===== src/rtl/conv_encoder.sv =====
// Rate-1/r, constraint-length-K convolutional encoder feeding the viterbi decoder.
// One data bit per clock from state 0; codeword held on codeout until acknowledged.
module conv_encoder #(
  parameter int r      = 2,
  parameter int K      = 3,
  parameter int lenout = 5,
  parameter int lenin  = 10,
  parameter logic [r*K-1:0] G = 6'b111_101
) (
  input  logic                          clk,
  input  logic                          rst,
  input  logic                          start,
  input  logic [lenout-1:0]             data_in,
  output logic                          ready,
  output logic                          code_valid,
  input  logic                          code_ack,
  output logic [lenin-1:0]              codeout,
  output logic [(1<<(K-1))*2*r-1:0]     state_table
);

  localparam int NSTATE = 1 << (K-1);
  localparam int CW     = $clog2(lenout + 1);
  localparam logic [CW-1:0] LAST = CW'(lenout - 1);

  if (lenin != r*lenout) begin : g_len_check
    $error("conv_encoder: lenin must equal r*lenout");
  end

  typedef enum logic [1:0] {IDLE, ENC, DONE} state_e;

  // Tap vector is {u, s[0], ..., s[K-2]} against g[K-1:0]; generator i drives symbol bit i.
  function automatic logic [r-1:0] enc_sym(input logic [K-2:0] s, input logic u);
    logic [K-1:0] tap;
    logic [r-1:0] sym;
    tap[K-1] = u;
    for (int k = 0; k < K-1; k++) tap[K-2-k] = s[k];
    for (int i = 0; i < r; i++) sym[i] = ^(G[i*K +: K] & tap);
    return sym;
  endfunction

  state_e              state_q;
  logic                ready_q, code_valid_q;
  logic [lenin-1:0]    codeout_q, cw_q, cw_d;
  logic [lenout-1:0]   data_q;
  logic [K-2:0]        s_q, s_d;
  logic [CW-1:0]       cnt_q;
  logic                u;
  logic [r-1:0]        sym;
  logic [K-1:0]        s_ext;
  logic [lenin+r-1:0]  cw_ext;

  always_comb begin
    u      = data_q[lenout-1];
    sym    = enc_sym(s_q, u);
    s_ext  = {s_q, u};
    s_d    = s_ext[K-2:0];
    cw_ext = {cw_q, sym};
    cw_d   = cw_ext[lenin-1:0];
  end

  always_comb begin
    state_table = '0;
    for (int j = 0; j < NSTATE*2; j++) begin
      state_table[j*r +: r] = enc_sym((K-1)'(j >> 1), j[0]);
    end
  end

  always_ff @(posedge clk) begin
    if (rst) begin
      state_q      <= IDLE;
      ready_q      <= 1'b1;
      code_valid_q <= 1'b0;
      codeout_q    <= '0;
      cw_q         <= '0;
      data_q       <= '0;
      s_q          <= '0;
      cnt_q        <= '0;
    end else begin
      case (state_q)
        IDLE: begin
          if (start) begin
            data_q  <= data_in;
            s_q     <= '0;
            cnt_q   <= '0;
            ready_q <= 1'b0;
            state_q <= ENC;
          end
        end
        ENC: begin
          data_q <= data_q << 1;
          s_q    <= s_d;
          cw_q   <= cw_d;
          cnt_q  <= cnt_q + CW'(1);
          if (cnt_q == LAST) begin
            codeout_q    <= cw_d;
            code_valid_q <= 1'b1;
            state_q      <= DONE;
          end
        end
        DONE: begin
          // start is deliberately ignored here; only ack moves us on.
          if (code_ack) begin
            code_valid_q <= 1'b0;
            ready_q      <= 1'b1;
            state_q      <= IDLE;
          end
        end
        default: begin
          state_q      <= IDLE;
          ready_q      <= 1'b1;
          code_valid_q <= 1'b0;
        end
      endcase
    end
  end

  assign ready      = ready_q;
  assign code_valid = code_valid_q;
  assign codeout    = codeout_q;

endmodule


===== config.mk =====
export PLATFORM = sky130hd
export DESIGN_NAME = conv_encoder
export DESIGN_NICKNAME = d
export VERILOG_FILES = /design/src/rtl/conv_encoder.sv
export SDC_FILE = /design/constraint.sdc
export NUM_CORES = 1
export LEC_CHECK = 0
export BUFFER_PORTS_ARGS = -buffer_cell sky130_fd_sc_hd__buf_2
export CAP_MARGIN = 25
export CORE_AREA = 4 4 67 53
export DETAILED_ROUTE_END_ITERATION = 8
export DIE_AREA = 0 0 71 57
export PLACE_DENSITY_LB_ADDON = 0.08
export SLEW_MARGIN = 20
export SYNTH_ARGS = -nofsm -noshare
export SYNTH_HDL_FRONTEND = slang
export SYNTH_SLANG_ARGS = --single-unit

===== constraint.sdc =====
create_clock -name clk -period 1.6 [get_ports clk]
set_clock_uncertainty 0.2 [all_clocks]
set_input_delay 0.08 -clock clk [delete_from_list [all_inputs] [get_ports clk]]
set_output_delay 0.08 -clock clk [all_outputs]
set_load 0.01 [all_outputs]

==> metrics.md, run 1 <==
| Metric | Value |
|---|---|
| CP Max Fanout | `13` |
| DR DRC count | `0` |
| Largest net degree at the start of global routing | `33` |
| Diode count | `0` |
| IO Port Bufs | `20` |
| Placement row count | `17` |
| Comb pwr share | `0.076` |
| Final WL | `2.63 mm` |
| Area leader, netlist | `dfxtp_1` |
| Fin nets | `206` |
| CTS max path bufs | `2` |
| CP arrival | `roughly 1.5 ns` |
| DRT Pass-1 Iters | `4` |
| Worst Setup SP | `cnt_q[0]$_SDFFE_PP0P_` |
| Post-Syn Instances | `approximately 170` |
| Setup slack, reg-to-reg | `roughly 0.13 ns` |
| Sw Pwr | `approximately 400 uW` |
| Reg power frac | `0.463` |
| Post-DRT Antenna Nets | `0` |
| Synth top area share | `0.446` |
| Die width | `just over 70 um` |
| All-layer global routing usage | `0.139` |
| Endpoint of the lowest-slack register-to-register path | `codeout[0]$_SDFFE_PP0P_` |
| P per Cell Area | `roughly 1100 nW/um^2` |
| Max Freq | `between 0.6 and 0.7 GHz` |
| Worst hold path depth | `4` |
| Hold WC Path Type | `in2reg` |
| Synth-to-Final Area Change | `15.2%` |
| Crit end category | `register` |
| Crit Path Class | `reg2reg` |
| Synthesis Warnings | `0` |
| Number of synthesized register bits | `32` |
| IO Count | `37` |
| Top cells by area, synth | `dfxtp_1 45%, buf_4 9.4%, nand2_1 8.6%, a21oi_1 8.4%, nor2_1 3.9%` |
| Reg2Reg Depth | `5` |
| Initial antenna violation count | `0` |
| Global placer's final weighted congestion | `0.685` |
| Vias in the first global route | `between 1000 and 1500` |
| Total internal power | `approximately 1.4 mW` |
| Full die area | `4050 sq um` |
| Sequential area share after synthesis | `0.446` |
| Worst path required time | `1.59 ns` |
| Vias | `1123` |
| Post-Layout Cell Count | `between 200 and 250` |
| Clock Latency Late Sink | `0.28 ns` |
| Worst Hold Endpoint | `data_q[1]$_SDFFE_PP0P_` |
| Minimum clock period | `between 1 and 1.5 ns` |
| Initial Utilization | `0.496` |
| Final setup violation count | `0` |
| Maxcap violations | `0` |
| Sw Share | `0.217` |
| CTS tree | `yes` |
| Layout cells sized above 1 | `0.189` |
| Maximum vdd ir drop | `about 0.68 mV` |
| Syn Area/Cell | `~8.4 sq um` |
| Final HPWL DP | `~1.8 mm` |
| Final Hold Viols | `0` |
| Unrepaired setup endpoints after global routing | `no` |
| TritonCTS Sinks | `32` |
| Global-route wire length before repair | `about 4.5 mm` |
| Leak | `~0.7 nW` |
| Avg Vias per Cell | `4.80` |
| Status | `finished, final reports clean` |
| CP Launch Type | `register` |
| DRT iter0 DRCs | `just over 60` |
| Core area | `between 2000 and 3000 sq um` |
| Total CTS buffers | `5` |
| DR WL/cell | `~11 um` |
| Worst slew pin tran | `~0.56 ns` |
| Clk slew on worst S/H paths | `around 0.070 ns` |
| CTS root buffer | `clkbuf_8` |
| Min-Delay Startpoint | `data_in[1]` |
| Crit share post-route | `0.920` |
| Setup TNS | `0 ns` |
| Congestion Overflow GR | `0` |
| Netlist Area Pre-Place | `~1400 sq um` |
| Reg-to-reg startpoint | `cnt_q[0]$_SDFFE_PP0P_` |
| Distinct cells, synth | `29` |
| Die Span Y | `about 57 um` |
| FILL cells | `287` |
| CTS H-Tree Depth | `2` |
| Placed cell count | `roughly 220` |
| Worst slew margin | `0.626` |
| Final Max Tran Viols | `0` |
| Clock network power share | `0.461` |
-- how the worst max path moves through the flow --
stage | depth (start not counted) | to
3_5_place_dp | 3 | codeout[7]$_SDFFE_PP0P_
3_3_place_gp | 3 | codeout[1]$_SDFFE_PP0P_
4_1_cts | 3 | codeout[0]$_SDFFE_PP0P_
6_report | 5 | codeout[0]$_SDFFE_PP0P_
5_1_grt | 5 | codeout[0]$_SDFFE_PP0P_
2_1_floorplan | 6 | state_q[1]$_SDFFE_PP0P_
-- power by group through the flow --
stage	registers [mW]	logic, mW	clock network, mW
6_report	0.844	0.139	0.842
5_1_grt	0.848	0.157	0.902
2_1_floorplan	0.853	0.139	0
3_5_place_dp	0.862	0.135	0
4_1_cts	0.844	0.139	0.856
3_3_place_gp	0.860	0.133	0
-- flip-flops by register name (all words and copies together) (netlist names) --
register    flops
data_q          5
s_q             2
cnt_q           3
code_valid      1
state_q         2
ready           1
codeout        10
cw_q            8
-- through the flow --
step                      area, sq um  utilization  hold slack [ns]  power, mW  setup slack [ns]
final                            1650        0.571           0.0134       1.83             0.128
after global routing             1650        0.571           0.0653       1.91            0.0436
after CTS                        1650        0.571           0.0145       1.84            0.0265
after detailed placement         1500        0.518            0.225      0.997           -0.0386
after global placement           1500        0.518            0.212      0.993            0.0296
after floorplan                  1490            -          -0.0420      0.992             0.213
-- worst max-delay path, cell delays in order (launching register included) --
cell      delay [ns]
dfxtp_1         0.33
inv_1           0.06
ha_1            0.19
and4b_4         0.36
nor2_1          0.06
a211oi_1        0.19
-- timing repair --
action | in CTS | in global routing
pin swaps | 1 | 0
setup endpoints to repair | 9 | 14
hold buffers | 2 | 0
setup buffers | 1 | 0
endpoints found under the hold margin | 4 | 0
gates resized for setup | 0 | 1
-- routing by layer --
metal,global-route usage,up-vias,part of all wire
met5,0,-,0
met4,0.0483,0,0.011
met3,0.0528,6,0.072
met2,0.215,35,0.43
met1,0.180,499,0.49
li1,-,583,-
-- Yosys cell counts, drive strengths merged --
master,instances
nand2,33
dfxtp,32
a21oi,24
buf,21
nor2,15
nand2b,6
nor3,5
or3b,5
a22oi,3
clkbuf,3
a211oi,2
conb,2
ha,2
inv,2
nor2b,2
o21ai,2
o21bai,2
a311oi,1
and2b,1
and4b,1
mux2i,1
nand4b,1
nor3b,1
o21ba,1
or2,1
xnor2,1
xor3,1
-- placed cells by master, fill, tap and decap left out, drive strengths merged --
master / netlist / final
a211oi: 2 / 2
ha: 2 / 2
or2: 1 / 1
nand2b: 6 / 6
mux2i: 1 / 1
a22oi: 3 / 3
a311oi: 1 / 1
and2b: 1 / 1
dfxtp: 32 / 32
bufinv: 0 / 1
nand4b: 1 / 1
nor2: 15 / 15
or3b: 5 / 5
nor2b: 2 / 2
nor3: 5 / 5
xor3: 1 / 1
clkbuf: 3 / 7
o21ba: 1 / 1
nand2: 33 / 33
o21ai: 2 / 2
xnor2: 1 / 1
o21bai: 2 / 2
inv: 2 / 2
buf: 21 / 25
and4b: 1 / 1
nor3b: 1 / 1
conb: 2 / 16
dlygate4sd3: 0 / 2
a21oi: 24 / 24
-- layout make-up --
class	instances	area, sq um	share of cell area
clock buffers	7	96.3	0.0583
flip-flops and latches	32	642	0.388
multi-input cells	127	672	0.407
well taps	38	47.5	0.0288
inverters	2	7.51	0.00454
repair buffers	27	158	0.0954
clock inverters	1	30.0	0.0182
-- logic make-up after synthesis --
family          share of synthesized area
simple gates                        0.239
compound gates                      0.140
flops                               0.446
buf+inv                             0.122
fa+ha+maj                          0.0174
other cells                       0.00523
xor+xnor                           0.0227
mux                               0.00697
Note: power is estimated with default switching activity, not from simulation.
==> run 2: changes to the inputs <==
--- a/config.mk
+++ b/config.mk
@@ -7,9 +7,9 @@
 export LEC_CHECK = 0
 export BUFFER_PORTS_ARGS = -buffer_cell sky130_fd_sc_hd__buf_2
 export CAP_MARGIN = 25
-export CORE_AREA = 4 4 67 53
+export CORE_AREA = 4 4 91 72
 export DETAILED_ROUTE_END_ITERATION = 8
-export DIE_AREA = 0 0 71 57
+export DIE_AREA = 0 0 95 76
 export PLACE_DENSITY_LB_ADDON = 0.08
 export SLEW_MARGIN = 20
 export SYNTH_ARGS = -nofsm -noshare
==> metrics.md, run 2 (synthesis gave the netlist of run 1 again) <==
| Metric | Value |
|---|---|
| Status | `finished, final reports clean` |
| Worst slew margin | `0.604` |
| Diode count | `0` |
| Sw Pwr | `approximately 410 uW` |
| Post-DRT Antenna Nets | `0` |
| Global placer's final weighted congestion | `0.698` |
| Final WL | `3.11 mm` |
| Vias | `1122` |
| CTS max path bufs | `2` |
| Endpoint of the lowest-slack register-to-register path | `codeout[0]$_SDFFE_PP0P_` |
| Avg Vias per Cell | `approximately 4.1` |
| Comb pwr share | `0.090` |
| Fin nets | `approximately 210` |
| Die width | `95 um` |
| Seq. cell area | `approximately 640 sq um` |
| DRT iter0 DRCs | `between 50 and 60` |
| Maximum vdd ir drop | `0.273 mV` |
| Final Power | `about 1.6 mW` |
| All-layer global routing usage | `0.0852` |
| IO Count | `37` |
| Unrepaired setup endpoints after global routing | `no` |
| Full die area | `around 7200 sq um` |
| CP arrival | `approximately 1.5 ns` |
| Multi-input logic area | `686 sq um` |
| CTS root buffer | `clkbuf_8` |
| DRT Pass-1 Iters | `3` |
| TritonCTS Sinks | `32` |
| Min-Delay Startpoint | `data_in[1]` |
| Leak | `0.681 nW` |
| CTS tree | `yes` |
| Setup TNS | `0 ns` |
| CTS H-Tree Depth | `2` |
| Largest net degree at the start of global routing | `33` |
| Worst slew pin tran | `0.593 ns` |
| Hold_ws | `0.0115 ns` |
| Setup slack, reg-to-reg | `between 0.1 and 0.15 ns` |
| Final Hold Viols | `0` |
| Worst path required time | `1.59 ns` |
| Crit share post-route | `0.917` |
| Clock network power share | `0.393` |
| Total CTS buffers | `5` |
| IO Port Bufs | `20` |
| Reg-to-reg startpoint | `cnt_q[0]$_SDFFE_PP0P_` |
| Worst hold path depth | `4` |
| CP Max Fanout | `7` |
| P per Cell Area | `between 900 and 1000 nW/um^2` |
| Crit end category | `register` |
| DR DRC count | `0` |
| Core area | `between 5000 and 6000 sq um` |
| Congestion Overflow GR | `0` |
| Initial antenna violation count | `0` |
| Clk slew on worst S/H paths | `approximately 0.070 ns` |
| Final HPWL DP | `~2.1 mm` |
| Final Max Tran Viols | `0` |
| Sw Share | `0.249` |
| Maxcap violations | `0` |
| Die Span Y | `76 um` |
| Minimum clock period | `approximately 1.5 ns` |
| Largest register FFs | `10` |
| Initial Utilization | `0.254` |
| FILL cells | `643` |
| Commonest non-fill, non-tap cell in the layout | `nand2_1` |
| CP Launch Type | `register` |
| Layout cells sized above 1 | `0.202` |
| Crit Path Class | `reg2reg` |
| Reg power frac | `0.517` |
| Total internal power | `about 1.2 mW` |
| Most frequent cells in the layout | `33 x nand2_1, 31 x dfxtp_1, 24 x a21oi_1` |
| Clock Latency Late Sink | `0.28 ns` |
| Synth-to-Final Area Change | `17.8%` |
| Global-route wire length before repair | `4.86 mm` |
| Vias in the first global route | `between 1000 and 1500` |
| Hold WC Path Type | `in2reg` |
| Placement row count | `24` |
| Worst Hold Endpoint | `data_q[1]$_SDFFE_PP0P_` |
| Reg2Reg Depth | `5` |
| Max Freq | `a little under 0.7 GHz` |
| Final setup violation count | `0` |
| DR WL/cell | `between 10 and 15 um` |
-- run 2: cell count changes in the layout (fill, tap and decap cells not counted) --
cell | previous run | this run
clkinv_2 | 0 | 2
bufinv_16 | 1 | 0
ha_2 | 0 | 1
buf_4 | 5 | 6
and4b_2 | 0 | 1
ha_1 | 2 | 1
clkbuf_8 | 7 | 6
-- run 2: routing by layer --
layer	part of all wire	global-route usage
met5	0	0
met4	0.0071	0.0303
met3	0.048	0.0326
met2	0.45	0.129
met1	0.49	0.110
-- run 2: cell type report --
class | count | area share
Multi-Input combinational cell | 128 | 0.406
Clock buffer | 6 | 0.0489
Inverter | 2 | 0.00444
Clock inverter | 2 | 0.00592
Tap cell | 78 | 0.0577
Timing Repair Buffer | 28 | 0.0977
Sequential cell | 32 | 0.380
-- run 2: timing repair --
| action | in CTS | in global routing |
|---|---|---|
| endpoints found under the hold margin | 4 | 0 |
| endpoints found under the setup margin | 0 | 14 |
| hold buffers | 2 | 0 |
| resized for setup | 0 | 2 |
| setup buffers | 0 | 0 |
-- run 2: per-stage QoR --
step                instances  setup WS [ns]  instance area, sq um   util
floorplan                 185          0.213                  1490      -
global placement          265          0.117                  1560  0.277
detailed placement        265         0.0377                  1560  0.277
CTS                       275         0.0288                  1680  0.297
global route              276         0.0125                  1690  0.299
finish                    276          0.132                  1690  0.299
-- run 2: worst max-delay path by stage --
stage | slack [ns] | endpoint | from
global route | 0.01 | cw_q[6]$_SDFFE_PP0P_ | state_q[0]$_SDFFE_PP0P_
floorplan | 0.21 | state_q[1]$_SDFFE_PP0P_ | cnt_q[0]$_SDFFE_PP0P_
detailed placement | 0.04 | codeout[0]$_SDFFE_PP0P_ | state_q[0]$_SDFFE_PP0P_
global placement | 0.12 | codeout[0]$_SDFFE_PP0P_ | state_q[0]$_SDFFE_PP0P_
CTS | 0.03 | codeout[0]$_SDFFE_PP0P_ | state_q[0]$_SDFFE_PP0P_
finish | 0.13 | codeout[0]$_SDFFE_PP0P_ | cnt_q[0]$_SDFFE_PP0P_
-- run 2: worst max-delay path, stage by stage, from the launching register on --
cell and delay, ns:
dfxtp_1 0.33, inv_1 0.06, ha_2 0.21, and4b_4 0.31
nor2_1 0.06, a211oi_1 0.22
-- run 2: power groups by stage --
stage                     Combinational [mW]  Clock, mW  Sequential (mW)
after global placement                 0.141          0            0.860
after CTS                              0.147      0.671            0.843
after global routing                   0.165      0.711            0.849
final                                  0.147      0.642            0.844
after detailed placement               0.143          0            0.861
after floorplan                        0.139          0            0.853
==> run 3: changes to the inputs <==
==> constraint.sdc (replaced) <==
create_clock -name clk -period 1.6 [get_ports clk]
set_clock_uncertainty 0.2 [all_clocks]
set_input_delay 0.16 -clock clk [delete_from_list [all_inputs] [get_ports clk]]
set_output_delay 0.16 -clock clk [all_outputs]
set_load 0.01 [all_outputs]
==> metrics.md, run 3 (synthesis gave the netlist of run 1 again) <==
| Metric | Value |
|---|---|
| Status | `finished, final reports clean` |
| DR WL/cell | `roughly 11 um` |
| Commonest non-fill, non-tap cell in the layout | `nand2_1` |
| Crit share post-route | `0.914` |
| Avg Vias per Cell | `around 4.1` |
| Most frequent cells in the layout | `33 x nand2_1, 31 x dfxtp_1, 24 x a21oi_1` |
| Setup TNS | `0 ns` |
| Congestion Overflow GR | `0` |
| Hold WC Path Type | `in2reg` |
| Final setup violation count | `0` |
| Final Power | `1.62 mW` |
| Worst Hold Endpoint | `data_q[0]$_SDFFE_PP0P_` |
| DRT iter0 DRCs | `38` |
| Worst path required time | `1.58 ns` |
| Final WL | `a little over 3 mm` |
| Clk slew on worst S/H paths | `around 0.070 ns` |
| Setup slack, reg-to-reg | `between 0.1 and 0.15 ns` |
| Total CTS buffers | `5` |
| Global-route wire length before repair | `~4.7 mm` |
| All-layer global routing usage | `0.0820` |
| Leak | `0.676 nW` |
| Crit end category | `register` |
| CTS H-Tree Depth | `2` |
| Minimum clock period | `1.46 ns` |
| DRT Pass-1 Iters | `4` |
| Reg-to-reg startpoint | `cnt_q[0]$_SDFFE_PP0P_` |
| CP arrival | `1.45 ns` |
| Worst path slowest cell | `dfxtp_1` |
| Maxcap violations | `0` |
| Min-Delay Startpoint | `data_in[0]` |
| CP Cell Sequence | `inv_1 -> ha_2 -> and4b_4 -> nor2_1 -> a211oi_1` |
| Worst hold path depth | `3` |
| Resized cells post-CTS | `0` |
| Delay-heaviest family, CP | `simple AND/OR/NAND/NOR gates` |
| Synth-to-Final Area Change | `17.6%` |
| Largest net degree at the start of global routing | `18` |
| Global placer's final weighted congestion | `roughly 0.7` |
| Layout cells sized above 1 | `0.198` |
| Initial Utilization | `0.254` |
| Placement row count | `24` |
| CP Launch Type | `register` |
| CTS max path bufs | `2` |
| Post-DRT Antenna Nets | `0` |
| Final Max Tran Viols | `0` |
| Vias | `between 1000 and 1500` |
| P per Cell Area | `between 900 and 1000 nW/um^2` |
| Fin nets | `around 210` |
| Unrepaired setup endpoints after global routing | `no` |
| Max Freq | `roughly 0.68 GHz` |
| Diode count | `0` |
| Initial antenna violation count | `0` |
| CP Max Fanout | `7` |
| TritonCTS Sinks | `32` |
| Largest register FFs | `10` |
| Reg2Reg Depth | `5` |
| Full die area | `~7200 sq um` |
| CP bufs+invs | `1` |
| Die width | `about 95 um` |
| Slowest stage delay, CP | `approximately 0.33 ns` |
| Endpoint of the lowest-slack register-to-register path | `codeout[0]$_SDFFE_PP0P_` |
| Final HPWL DP | `roughly 2.2 mm` |
| Post-CTS setup buffers | `0` |
| CTS tree | `yes` |
| Crit Path Class | `reg2reg` |
| Clock Latency Late Sink | `roughly 0.27 ns` |
| Maximum vdd ir drop | `between 0.2 and 0.3 mV` |
| CTS root buffer | `clkbuf_8` |
| Hold_ws | `~0.015 ns` |
| IO Port Bufs | `20` |
| Final Hold Viols | `0` |
| Vias in the first global route | `roughly 1000` |
| Die Span Y | `approximately 76 um` |
| # hold bufs at CTS | `0` |
| Core area | `5650 sq um` |
| DR DRC count | `0` |
| IO Count | `37` |
## run 3: changes by cell type in the layout (fill, tap and decap cells not counted), sizes merged
cell         before  now
buf              26   27
clkbuf            6    8
dlygate4sd3       2    0
clkinv            2    0
## run 3: metrics by stage
step,utilization,worst slack (ns),area (sq um),instances
after floorplan,-,0.213,1490,185
after global placement,0.280,0.122,1580,266
after detailed placement,0.280,0.0306,1580,266
after CTS,0.296,0.0186,1670,274
after global routing,0.299,0.0113,1690,275
final,0.299,0.137,1690,275
## run 3: how the worst max path moves through the flow
stage                            start  cells past startpoint                 endpoint
2_1_floorplan    cnt_q[0]$_SDFFE_PP0P_                      6  state_q[1]$_SDFFE_PP0P_
3_3_place_gp   state_q[0]$_SDFFE_PP0P_                      3  codeout[0]$_SDFFE_PP0P_
3_5_place_dp   state_q[0]$_SDFFE_PP0P_                      4     cw_q[3]$_SDFFE_PP0P_
4_1_cts        state_q[0]$_SDFFE_PP0P_                      3  codeout[0]$_SDFFE_PP0P_
5_1_grt        state_q[0]$_SDFFE_PP0P_                      4     cw_q[3]$_SDFFE_PP0P_
6_report         cnt_q[0]$_SDFFE_PP0P_                      5  codeout[0]$_SDFFE_PP0P_
## run 3: report_power, final
part / internal [mW] / switching [mW] / total [mW]
clock network: 0.351 / 0.280 / 0.630
logic: 0.0631 / 0.0858 / 0.149
registers: 0.822 / 0.0231 / 0.845
total: 1.24 / 0.389 / 1.62
## run 3: area by class of cell
cell class,count,area (sq um)
flip-flops and latches,32,642
inverters,2,7.51
repair buffers,27,165
clock buffers,8,90.1
multi-input cells,128,686
well taps,78,97.6
fillers,637,3960
## run 3: tightest hold or removal path, cell delays in order
cell	delay, ns
buf_2	0.09
or3b_1	0.14
a21oi_1	0.05
## run 3: routing by layer
layer / track usage / part of all wire / vias to the layer above
li1: - / - / 585
met1: 0.108 / 0.47 / 507
met2: 0.125 / 0.46 / 30
met3: 0.0326 / 0.063 / 2
met4: 0.0216 / 0.0040 / 0
met5: 0 / 0 / -
